`config.mk`:
```
export PLATFORM = sky130hd
export DESIGN_NAME = nibble_control
export DESIGN_NICKNAME = d
export VERILOG_FILES = /design/src/rtl/nibble_pkg.sv /design/src/rtl/nibble_pc.sv /design/src/rtl/nibble_control.sv
export SDC_FILE = /design/constraint.sdc
export NUM_CORES = 1
export LEC_CHECK = 0
export ABC_AREA = 1
export CAP_MARGIN = 10
export CELL_PAD_IN_SITES_DETAIL_PLACEMENT = 1
export CELL_PAD_IN_SITES_GLOBAL_PLACEMENT = 2
export CORE_ASPECT_RATIO = 1.2
export CORE_MARGIN = 8
export CORE_UTILIZATION = 21
export DETAILED_ROUTE_END_ITERATION = 16
export HOLD_SLACK_MARGIN = 0.1
export PLACE_DENSITY = 0.84
export SETUP_SLACK_MARGIN = 0.1
export SLEW_MARGIN = 30
export SYNTH_ARGS = -nofsm -noshare
export SYNTH_HDL_FRONTEND = slang
export SYNTH_SLANG_ARGS = --single-unit
export TNS_END_PERCENT = 10
```
`constraint.sdc`:
```
create_clock -name clock -period 1.3 [get_ports clock]
set_clock_uncertainty 0.1 [all_clocks]
set_input_delay 0.13 -clock clock [delete_from_list [all_inputs] [get_ports clock]]
set_output_delay 0.13 -clock clock [all_outputs]
set_load 0.005 [all_outputs]
```
`src/rtl/nibble_pkg.sv`:
```
// Shared types and constants for the Nibble CPU sequencer and its bench.
package nibble_pkg;

    localparam int unsigned PC_W   = 4;
    localparam int unsigned DATA_W = 8;
    localparam int unsigned OP_W   = 3;
    localparam int unsigned ADDR_W = 4;

    typedef enum logic [OP_W-1:0] {
        NOP  = 3'b000,
        ADD  = 3'b001,
        SUB  = 3'b010,
        MOVX = 3'b011,
        JMP  = 3'b100,
        JOV  = 3'b101,
        CLRF = 3'b110,
        HLT  = 3'b111
    } op_t;

    typedef enum logic [2:0] {
        IDLE    = 3'd0,
        FETCH   = 3'd1,
        LOAD_IR = 3'd2,
        DECODE  = 3'd3,
        EXECUTE = 3'd4,
        STORE   = 3'd5,
        HALT    = 3'd6
    } state_t;

    // Ops that route y through the adder and may raise overflow.
    function automatic logic is_arith(op_t op);
        return (op == ADD) || (op == SUB);
    endfunction

    function automatic logic writes_ram(op_t op);
        return (op == ADD) || (op == SUB) || (op == MOVX);
    endfunction

endpackage

```
`src/rtl/nibble_pc.sv`:
```
// Program counter register: load has priority over increment, otherwise hold.
module nibble_pc #(
    parameter int unsigned     PC_W     = 4,
    parameter logic [PC_W-1:0] RESET_PC = '0
) (
    input  logic            clock,
    input  logic            reset,
    input  logic            inc,
    input  logic            load,
    input  logic [PC_W-1:0] load_val,
    output logic [PC_W-1:0] pc
);

    logic [PC_W-1:0] pc_d;
    logic [PC_W-1:0] pc_q;

    always_comb begin
        pc_d = pc_q;
        if (load) begin
            pc_d = load_val;
        end else if (inc) begin
            pc_d = pc_q + PC_W'(1);
        end
    end

    always_ff @(posedge clock) begin
        if (!reset) begin
            pc_q <= RESET_PC;
        end else begin
            pc_q <= pc_d;
        end
    end

    assign pc = pc_q;

endmodule

```
`src/rtl/nibble_control.sv`:
```
// Five-phase instruction sequencer for the Nibble datapath: owns PC and the
// sticky overflow flag, and decodes datapath enables from state and opcode.
module nibble_control
    import nibble_pkg::*;
#(
    parameter int unsigned     PC_W     = nibble_pkg::PC_W,
    parameter logic [PC_W-1:0] RESET_PC = '0
) (
    input  logic              clock,
    input  logic              reset,
    input  logic              start,
    input  logic [OP_W-1:0]   op_in,
    input  logic [ADDR_W-1:0] addr_in,
    input  logic              ovf_in,
    output logic [PC_W-1:0]   pc,
    output logic              ir_en,
    output logic              dec_en,
    output logic              sub_sel,
    output logic              y_sel,
    output logic              ram_we,
    output logic              ovf_flag,
    output logic              busy,
    output logic              halted
);

    state_t state_q;
    state_t state_d;
    logic   ovf_flag_q;
    logic   ovf_flag_d;
    logic   pc_inc;
    logic   pc_load;
    op_t    op;
    logic   exec_phase;

    assign op = op_t'(op_in);

    nibble_pc #(
        .PC_W     (PC_W),
        .RESET_PC (RESET_PC)
    ) u_pc (
        .clock    (clock),
        .reset    (reset),
        .inc      (pc_inc),
        .load     (pc_load),
        .load_val (PC_W'(addr_in)),
        .pc       (pc)
    );

    always_ff @(posedge clock) begin
        if (!reset) begin
            state_q    <= IDLE;
            ovf_flag_q <= 1'b0;
        end else begin
            state_q    <= state_d;
            ovf_flag_q <= ovf_flag_d;
        end
    end

    // Next state, flag update and PC control.
    always_comb begin
        state_d    = state_q;
        ovf_flag_d = ovf_flag_q;
        pc_inc     = 1'b0;
        pc_load    = 1'b0;
        case (state_q)
            IDLE:    if (start) state_d = FETCH;
            FETCH:   state_d = LOAD_IR;
            LOAD_IR: state_d = DECODE;
            DECODE:  state_d = EXECUTE;
            EXECUTE: begin
                state_d = STORE;
                if (is_arith(op) && ovf_in) ovf_flag_d = 1'b1;
            end
            STORE: begin
                state_d = FETCH;
                case (op)
                    JMP:     pc_load = 1'b1;
                    JOV: begin
                        pc_load = ovf_flag_q;
                        pc_inc  = !ovf_flag_q;
                    end
                    CLRF: begin
                        ovf_flag_d = 1'b0;
                        pc_inc     = 1'b1;
                    end
                    HLT:     state_d = HALT;
                    default: pc_inc = 1'b1;
                endcase
            end
            HALT:    state_d = HALT;
            default: state_d = IDLE;
        endcase
    end

    // Datapath controls decoded from the current phase and latched opcode.
    always_comb begin
        exec_phase = (state_q == EXECUTE) || (state_q == STORE);
        ir_en      = (state_q == LOAD_IR);
        dec_en     = (state_q == DECODE);
        sub_sel    = exec_phase && (op == SUB);
        y_sel      = exec_phase && is_arith(op);
        // Gating by reset keeps an interrupted STORE from committing its write.
        ram_we     = (state_q == STORE) && writes_ram(op) && reset;
        ovf_flag   = ovf_flag_q;
        busy       = (state_q != IDLE) && (state_q != HALT);
        halted     = (state_q == HALT);
    end

endmodule

```
==> results of run 1 <==
## sequential cells by signal (all words and copies together) (netlist names)
signal	cells
ovf_flag	1
state_q	3
u_pc.pc	4
## critical path: stages (launching register included)
cell and delay (ns):
sky130_fd_sc_hd__dfxtp_4 0.40, sky130_fd_sc_hd__buf_6 0.12, sky130_fd_sc_hd__nand2_4 0.05, sky130_fd_sc_hd__nor2_4 0.09, sky130_fd_sc_hd__a21oi_2 0.03, sky130_fd_sc_hd__buf_2 0.12
## layout make-up
type,instances,area [sq um],area share [%]
Multi-Input combinational cell,68,458,41.9
Timing Repair Buffer,38,313,28.6
Sequential cell,8,178,16.3
Inverter,15,78.8,7.22
Tap cell,34,42.5,3.89
Clock buffer,3,22.5,2.06
## cell usage after synthesis (2+ instances only)
cell,instances,area share [%]
sky130_fd_sc_hd__nor4_1,2,2.1
sky130_fd_sc_hd__a21oi_1,5,4.3
sky130_fd_sc_hd__o21ai_0,4,3.4
sky130_fd_sc_hd__nand2_2,2,2.1
sky130_fd_sc_hd__nor2_2,2,2.1
sky130_fd_sc_hd__inv_4,2,2.1
sky130_fd_sc_hd__o21ai_1,2,1.7
sky130_fd_sc_hd__nand2_1,20,13
sky130_fd_sc_hd__inv_1,11,7.1
sky130_fd_sc_hd__nor2_1,11,7.1
sky130_fd_sc_hd__nand3_1,8,6.9
sky130_fd_sc_hd__nand2_4,2,3.9
sky130_fd_sc_hd__nor3_1,3,2.6
sky130_fd_sc_hd__inv_2,2,1.3
sky130_fd_sc_hd__dfxtp_1,8,27
## logic make-up (layout without fill, tap and decap cells)
family | Yosys count | count (layout) | share of synthesized area, %
compound gates | 12 | 12 | 10.7
xor+xnor | 1 | 1 | 1.50
fa+ha+maj | 1 | 1 | 2.15
buf+inv | 16 | 56 | 11.8
flops | 8 | 8 | 27.5
simple gates | 54 | 54 | 46.4
## metal layers
layer / vias to the layer above / GRT usage (%) / wire length, microns
li1: 382 / - / -
met1: 350 / 9.49 / 980
met2: 9 / 19.6 / 1310
met3: 2 / 2.44 / 42
met4: 0 / 2.91 / 21
met5: - / 0 / 0
## worst max path at each step
stage | slack (ns) | cells after the start | startpoint | endpoint
final | 0.003 | 5 | state_q[2] | busy
after floorplan | 0.17 | 7 | state_q[2] | u_pc.pc[3]
after global placement | -0.50 | 4 | op_in[0] | ram_we
after CTS | -0.11 | 4 | state_q[0] | ram_we
after detailed placement | -0.54 | 4 | op_in[0] | ram_we
after global routing | -0.07 | 4 | state_q[1] | sub_sel
## metrics by stage
| step | cell area, sq um | TNS [ns] | cells |
|---|---|---|---|
| after global placement | 951 | -3.95 | 162 |
| after CTS | 1000 | -0.377 | 166 |
| final | 1090 | 0 | 166 |
| after global routing | 1090 | -0.263 | 166 |
| after detailed placement | 951 | -4.27 | 162 |
| after floorplan | 583 | 0 | 92 |
## power by group through the flow
stage / registers [mW] / clock network, mW / logic [mW]
floorplan: 0.278 / 0 / 0.0887
global placement: 0.280 / 0 / 0.219
detailed placement: 0.281 / 0 / 0.224
CTS: 0.273 / 0.194 / 0.230
global route: 0.278 / 0.221 / 0.287
finish: 0.277 / 0.192 / 0.262
## what timing repair did
action | in CTS | in global routing
setup endpoints to repair | 20 | 14
setup buffers | 1 | 1
hold buffers | 0 | 0
pin swaps | 5 | 7
gates resized for setup | 57 | 31
==> impl_summary.txt, run 1 <==
----------------------------------------------------
[Outcome]
  Run status ... finished clean

[Finish]
  Fraction of layout cells with a size suffix above 1 ... around half
  Commonest non-fill, non-tap cell in the layout ... sky130_fd_sc_hd__nand2_1
  Commonest cells after routing, fill and taps aside ... sky130_fd_sc_hd__nand2_1 (16), sky130_fd_sc_hd__buf_4 (12), sky130_fd_sc_hd__inv_1 (8), sky130_fd_sc_hd__dlygate4sd2_1 (8)
  Diodes inserted ... 0
  Net count of the finished layout ... around 150
  Post-Route Utilization ... between 40% and 50%
  Area overhead of the layout relative to synthesis ... 87.3%
  Fill cell count ... ~340

[STA]
  Max Clk Rate ... approximately 770 MHz
  Hold WS ... 0.197 ns
  Number of hold violations in the final report ... 0
  Number of failing setup endpoints in the final timing report ... 0
  Setup repair after global routing missed its margin ... yes
  Worst slew pin tran ... around 0.21 ns
  Crit path time final ... about 1.3 ns
  Max-Slew Margin vs Limit ... between 80% and 90%
  Post-route setup slack ... ~0.0032 ns
  Final period util ... approximately 100%
  Number of max-slew violations in the final report ... 0

[Drt]
  DR DRC count ... 0
  Wire length per cell after detailed routing ... ~14 microns
  Avg Vias per Cell ... about 4.5
  Total vias in the final route ... 743
  Post-DRT Antenna Nets ... 0
  Iter 0 DRT Violations ... 8
  Number of iterations in the first detailed-routing pass ... 3
  DRT Wirelength ... between 2 and 2.5 mm

[Synth]
  Gate count after technology mapping ... between 90 and 100
  Part of the Yosys area used for sequential elements ... 27.5%
  Synthesized net count ... approximately 100
  EDFF count, synth ... 0
  Unique cell type count in the Yosys netlist ... 23
  Proportion of synthesized flip-flops having asynchronous set or reset ... 0%
  Top flip-flop cell by instance count after synthesis ... sky130_fd_sc_hd__dfxtp_1
  Post-synthesis instance area ... around 600 sq um
  Register bit total from synthesis ... 8
  Per-instance average area after synthesis ... 6.34 sq um
  Synth Warn # ... 0

[Power and ir drop]
  Worst VDD drop ... ~0.54 mV
  Switching power summed over all nets ... around 240 uW
  Power Total ... 730 uW
  Leakage power ... ~0.53 nW
  Power share of the clock group ... between 20% and 30%
  Fraction of power spent switching nets ... about 32%
  Power share of the combinational group ... a little over a third
  Part of the power in registers ... between 30% and 40%
  Power Density ... around 670 nW/um^2
  Int Power ... 493 uW

[Worst hold path]
  Source of the worst hold timing path ... reset
  Endpoint with the worst hold slack ... ovf_flag
  Worst Hold Path Cells ... 4
  Classification of the worst-slack hold path ... input pin to flop

[Clocking]
  Buffer type at the clock tree root ... sky130_fd_sc_hd__clkbuf_4
  CTS buffer count ... 3
  Htree depth ... 1
  CTS tree ... built
  Number of clock sinks ... 8
  Clock latency reported for the late side of the worst-skew pair ... 0.26 ns
  CTS clock-pin slew for the worst setup and hold paths ... about 0.06 ns
  Buffer levels on the longest clock path ... 2

[GRT]
  Grt total ovfl ... 0
  First-pass GRT wire length ... about 3.7 mm
  Total routing usage reported by global routing ... approximately 9.8%
  Vias in the first global route ... between 800 and 900
  Largest net degree at the start of global routing ... 8
  Antenna violations before repair ... 0

[Worst setup path]
  Launch instance of the worst register-to-register path ... state_q[0]
  Kind of capture point of the worst setup path ... primary output
  Maximum fanout along the worst path ... 5
  Internal reg-to-reg setup slack ... about 0.050 ns
  Type of origin of the critical path ... flop
  Worst Setup Path Type ... flop to primary output
  Number of cell instances on the worst register-to-register path ... 8
  Critical register-to-register path endpoint ... u_pc.pc[0]
  CP arrival ... 1.07 ns
  Required arrival time at the worst endpoint ... about 1.1 ns

[Floorplan]
  I/O pin cnt ... 23
  Area of the core ... 2710 sq um
  Die span in y ... approximately 74 microns
  DIE WIDTH ... about 64 microns
  Total number of placement rows ... 21
  Die outline area ... roughly 4700 sq um
  Starting Density ... a little over a fifth

[Placement]
  I/O Buffers ... 22
  HPWL after detailed placement ... between 1.5 and 2 mm
  Setup slack at placement ... -0.539 ns
  Routability Congestion ... ~0.72

[Flow run]
  Reported max-cap violation count ... 0

----------------------------------------------------
Note: power is estimated with default switching activity, not from simulation.
==> run 2: changes to the inputs <==
- CORE_ASPECT_RATIO: 1.2 -> default
==> impl_summary.txt, run 2 (same netlist as run 1, synthesis figures left out) <==
----------------------------------------------------
[GRT]
  Largest net degree at the start of global routing ... 8
  Total routing usage reported by global routing ... between 8 and 9%
  First-pass GRT wire length ... approximately 3.2 mm
  Grt total ovfl ... 0
  Antenna violations before repair ... 0
  Vias in the first global route ... 750

[Power and ir drop]
  Part of the power in registers ... between 40 and 50%
  Leakage power ... slightly above 0.5 nW
  Worst VDD drop ... 0.419 mV
  Power share of the combinational group ... between 30% and 40%
  Int Power ... between 400 and 500 uW
  Power share of the clock group ... roughly 28%
  Power Density ... 668 nW/um^2
  Power Total ... between 600 and 700 uW
  Fraction of power spent switching nets ... 31.4%
  Switching power summed over all nets ... approximately 220 uW

[Clocking]
  CTS buffer count ... 3
  Clock latency reported for the late side of the worst-skew pair ... roughly 0.26 ns
  Number of clock sinks ... 8
  Buffer levels on the longest clock path ... 2
  CTS tree ... built
  CTS clock-pin slew for the worst setup and hold paths ... approximately 0.060 ns
  Htree depth ... 1
  Buffer type at the clock tree root ... sky130_fd_sc_hd__clkbuf_4

[Drt]
  Post-DRT Antenna Nets ... 0
  DRT Wirelength ... ~2.0 mm
  Iter 0 DRT Violations ... 5
  Total routed wire length on the met1 layer ... 841 microns
  Length of routed met3 wiring ... about 70 microns
  Total met2 wirelength after detailed routing ... about 1.1 mm
  DR DRC count ... 0
  Wire length per cell after detailed routing ... around 12 microns
  Total vias in the final route ... around 740
  Avg Vias per Cell ... 4.49
  Top Layer Used ... met3
  Number of iterations in the first detailed-routing pass ... 4

[Placement]
  HPWL after detailed placement ... 1.60 mm
  Routability Congestion ... roughly 0.8
  I/O Buffers ... 22
  Cell count after placement ... ~160

[Floorplan]
  Die outline area ... ~4700 sq um
  DIE WIDTH ... 68.7 microns
  Total number of placement rows ... 19
  Die span in y ... between 60 and 70 microns
  I/O pin cnt ... 23
  Area of the core ... 2690 sq um
  Starting Density ... ~22%

[Worst hold path]
  Classification of the worst-slack hold path ... input pin to flop

[Worst setup path]
  Slowest cell delay on critical path ... 0.38 ns
  Required arrival time at the worst endpoint ... between 1 and 1.5 ns
  Critical-path top delay cell ... sky130_fd_sc_hd__dfxtp_4
  Crit path buffers/inverters ... 2
  Maximum fanout along the worst path ... 5
  Kind of capture point of the worst setup path ... primary output
  Worst Setup Path Type ... flop to primary output
  Type of origin of the critical path ... flop
  Crit path max-delay family ... flip-flops
  CP cell instances ... buf_6, nand3_4, nor4_4, buf_2
  CP arrival ... between 1 and 1.5 ns

[STA]
  Crit path time final ... between 1 and 1.5 ns
  Worst slew pin tran ... 0.311 ns
  Max-Slew Margin vs Limit ... 79.3%
  Max Clk Rate ... approximately 730 MHz
  Number of max-slew violations in the final report ... 0
  Final period util ... 105%
  Number of hold violations in the final report ... 0
  Setup repair after global routing missed its margin ... yes
  Number of failing setup endpoints in the final timing report ... 5
  Post-route setup slack ... -0.0681 ns

[Flow run]
  Reported max-cap violation count ... 0

[Outcome]
  Violations in the final reports ... negative setup slack
  Run status ... finished with violations

[Finish]
  Net count of the finished layout ... about 150
  Commonest non-fill, non-tap cell in the layout ... sky130_fd_sc_hd__nand2_1
  Cell Count, Final, Fillers Out ... about 160
  Area overhead of the layout relative to synthesis ... 79.4%
  Fraction of layout cells with a size suffix above 1 ... 42.1%
  Largest register FFs ... 4
  Diodes inserted ... 0
  Commonest cells after routing, fill and taps aside ... sky130_fd_sc_hd__nand2_1 (17), sky130_fd_sc_hd__buf_4 (15), sky130_fd_sc_hd__nor2_1 (10), sky130_fd_sc_hd__inv_1 (9)

----------------------------------------------------
## run 2: area by class of cell
| class | count | area, sq um |
|---|---|---|
| inverter | 15 | 68.8 |
| multi-input combinational | 68 | 418 |
| sequential | 8 | 181 |
| fill | 352 | 1640 |
| tap | 31 | 38.8 |
| clock buffer | 3 | 22.5 |
| timing repair buffer | 39 | 317 |
## run 2: power by group through the flow
stage	combinational, mW	sequential (mW)	clock [mW]
6_report	0.220	0.286	0.193
5_1_grt	0.243	0.288	0.217
4_1_cts	0.214	0.283	0.205
3_5_place_dp	0.213	0.290	0
3_3_place_gp	0.207	0.290	0
2_1_floorplan	0.0887	0.278	0
## run 2: per-layer routing
metal / track usage [%] / vias to the layer above
li1: - / 378
met1: 9.15 / 346
met2: 16.4 / 12
met3: 3.72 / 0
met4: 0.752 / 0
met5: 0 / -
## run 2: timing repair
action                                  CTS  global route
endpoints found under the setup margin   20            14
hold buffers                              0             0
buffers inserted                          2             0
endpoints found under the hold margin     0             0
pin swaps                                 5             2
resized for setup                        52            15
## run 2: worst min-delay path: cells and delay by family
kind                   cells  cell delay [ns]
AND/OR/NAND/NOR            1             0.08
AO/OA/AOI/OAI              1             0.06
buffers and inverters      1             0.40
## run 2: stage by stage
stage | instance area (sq um) | hold slack [ns] | TNS (ns) | utilization (%) | worst slack (ns)
CTS | 1010 | 0.340 | -0.316 | 37.5 | -0.106
detailed placement | 947 | 0.465 | -4.26 | 35.3 | -0.480
global placement | 947 | 0.465 | -3.92 | 35.3 | -0.479
finish | 1050 | 0.338 | -0.188 | 38.9 | -0.0681
global route | 1050 | 0.340 | -0.766 | 38.9 | -0.134
floorplan | 583 | 0.128 | 0 | - | 0.174
## run 2: final timing paths
check / start / to / slack [ns] / depth (start not counted)
hold reg to reg: u_pc.pc[3] / u_pc.pc[3] / 0.44 / 2
hold / removal: addr_in[2] / u_pc.pc[2] / 0.34 / 3
setup reg to reg: state_q[2] / u_pc.pc[3] / -0.06 / 9
setup / recovery: state_q[2] / ram_we / -0.07 / 4
==> run 3: changes to the inputs <==
- CORE_UTILIZATION: 21 -> 22
- PLACE_DENSITY: 0.84 -> 0.87
- clock period: 1.3 -> 1.7 ns (I/O delays scaled with it)
==> impl_summary.txt, run 3 (same netlist as run 1, synthesis figures left out) <==
----------------------------------------------------
[Outcome]
  Run status ... finished clean

[Clocking]
  CTS Hold Bufs ... 0
  CTS tree ... built
  Clock latency reported for the late side of the worst-skew pair ... about 0.26 ns
  Htree depth ... 1
  CTS buffer count ... 3
  Buffer levels on the longest clock path ... 2
  CTS clock-pin slew for the worst setup and hold paths ... 0.06 ns
  Buffer type at the clock tree root ... sky130_fd_sc_hd__clkbuf_4
  Number of clock sinks ... 8

[Power and ir drop]
  Part of the power in registers ... approximately 43%
  Int Power ... between 300 and 400 uW
  Power Density ... ~540 nW/um^2
  Leakage power ... approximately 0.46 nW
  Switching power summed over all nets ... approximately 150 uW
  Power share of the combinational group ... a little over a quarter
  Fraction of power spent switching nets ... a little under a third
  Power share of the clock group ... between 30% and 40%
  Worst VDD drop ... 0.302 mV

[Drt]
  Total vias in the final route ... between 700 and 800
  Number of iterations in the first detailed-routing pass ... 4
  Iter 0 DRT Violations ... 10
  Wire length per cell after detailed routing ... ~13 microns
  Post-DRT Antenna Nets ... 0
  Avg Vias per Cell ... roughly 4.6
  DRT Wirelength ... approximately 2.0 mm
  DR DRC count ... 0

[Worst setup path]
  Capture point of the worst path ... dec_en
  Critical register-to-register path endpoint ... u_pc.pc[3]
  Internal reg-to-reg setup slack ... about 0.42 ns
  Beginning of the critical path ... state_q[2]
  Kind of capture point of the worst setup path ... primary output
  Launch instance of the worst register-to-register path ... state_q[1]
  Worst Setup Path Type ... flop to primary output
  Required arrival time at the worst endpoint ... ~1.4 ns
  Maximum fanout along the worst path ... 7
  Number of cell instances on the worst register-to-register path ... 9
  Type of origin of the critical path ... flop
  CP arrival ... about 1.4 ns

[Finish]
  Commonest cells after routing, fill and taps aside ... sky130_fd_sc_hd__nand2_1 (20), sky130_fd_sc_hd__clkdlybuf4s50_1 (14), sky130_fd_sc_hd__nor2_1 (11), sky130_fd_sc_hd__inv_1 (10)
  Fill cell count ... between 300 and 400
  Cell Count, Final, Fillers Out ... 154
  Final design instance area without fill ... slightly above 900 sq um
  Area overhead of the layout relative to synthesis ... 60.1%
  Commonest non-fill, non-tap cell in the layout ... sky130_fd_sc_hd__nand2_1
  Largest register FFs ... 4
  Fraction of layout cells with a size suffix above 1 ... 22.6%
  Post-Route Utilization ... 37.3%
  Diodes inserted ... 0
  Net count of the finished layout ... 138

[Worst hold path]
  Worst Hold Path Cells ... 3
  Classification of the worst-slack hold path ... input pin to flop

[STA]
  Max-Slew Margin vs Limit ... about 86%
  Setup repair after global routing missed its margin ... yes
  Number of max-slew violations in the final report ... 0
  Number of hold violations in the final report ... 0
  Final period util ... about 97%
  Hold WS ... 0.390 ns
  Number of failing setup endpoints in the final timing report ... 0
  Crit path time final ... 1.64 ns
  Max Clk Rate ... around 610 MHz
  Worst slew pin tran ... 0.208 ns

[GRT]
  Grt total ovfl ... 0
  First-pass GRT wire length ... 3.19 mm
  Antenna violations before repair ... 0
  Largest net degree at the start of global routing ... 8
  Total routing usage reported by global routing ... between 9 and 10%
  Vias in the first global route ... roughly 730

[Floorplan]
  Die outline area ... between 4000 and 5000 sq um
  I/O pin cnt ... 23
  Die span in y ... 67.5 microns
  DIE WIDTH ... slightly below 70 microns
  Total number of placement rows ... 18
  Area of the core ... around 2500 sq um
  Starting Density ... roughly a quarter

[Placement]
  Cell count after placement ... ~150
  HPWL after detailed placement ... between 1.5 and 2 mm
  Routability Congestion ... between 0.7 and 0.8
  I/O Buffers ... 22
  Total placed instance area ... around 900 sq um

[Flow run]
  Reported max-cap violation count ... 0

----------------------------------------------------
## run 3: changes by cell type in the layout (fill, tap and decap cells not counted), sizes merged
cell	delta
clkbuf	-2
clkdlybuf4s15	-1
dlygate4sd2	-2
dlymetal6s2s	+2
clkdlybuf4s50	+7
buf	-13
## run 3: timing repair
item / CTS / global route
pin swaps: 0 / 0
gates resized for setup: 10 / 6
setup endpoints to repair: 7 / 4
hold endpoints to repair: 0 / 0
cloned: 0 / 0
setup buffers: 0 / 0
## run 3: how the worst min path moves through the flow
stage                       to  slack, ns       start
detailed placement  u_pc.pc[2]       0.47  u_pc.pc[2]
global route        u_pc.pc[2]       0.41  addr_in[2]
floorplan             ovf_flag       0.17       reset
finish              u_pc.pc[2]       0.39  addr_in[2]
global placement    u_pc.pc[2]       0.47  u_pc.pc[2]
CTS                 u_pc.pc[2]       0.39  addr_in[2]
## run 3: cell type report
cell class | instances | area (sq um) | share of cell area [%]
flip-flops and latches | 8 | 169 | 18.1
clock buffers | 3 | 22.5 | 2.41
repair buffers | 30 | 278 | 29.8
well taps | 30 | 37.5 | 4.02
multi-input cells | 68 | 365 | 39.1
inverters | 15 | 61.3 | 6.57
## run 3: metal layers
metal	global-route usage, %	up-vias	wire (microns)
met1	9.30	327	817
met3	3.31	4	100
met2	16.0	15	1010
met5	0	-	0
li1	-	364	-
met4	5.48	0	36
## run 3: metrics by stage
stage	setup WS (ns)	TNS (ns)	total power, mW
2_1_floorplan	0.574	0	0.280
3_3_place_gp	-0.142	-0.414	0.359
3_5_place_dp	-0.182	-0.522	0.363
4_1_cts	-0.101	-0.101	0.510
5_1_grt	-0.0235	-0.0235	0.534
6_report	0.0574	0	0.504
## run 3: power by group through the flow
stage | registers [mW] | clock network, mW | logic, mW
2_1_floorplan | 0.212 | 0 | 0.0678
3_3_place_gp | 0.220 | 0 | 0.139
3_5_place_dp | 0.221 | 0 | 0.142
4_1_cts | 0.218 | 0.158 | 0.135
5_1_grt | 0.221 | 0.164 | 0.150
6_report | 0.218 | 0.152 | 0.134
## run 3: worst max-delay path, stage by stage (launching register included)
cell and delay [ns]:
sky130_fd_sc_hd__dfxtp_4 0.37, sky130_fd_sc_hd__inv_2 0.08, sky130_fd_sc_hd__nand3_1 0.06, sky130_fd_sc_hd__inv_1 0.09, sky130_fd_sc_hd__clkdlybuf4s50_1 0.51
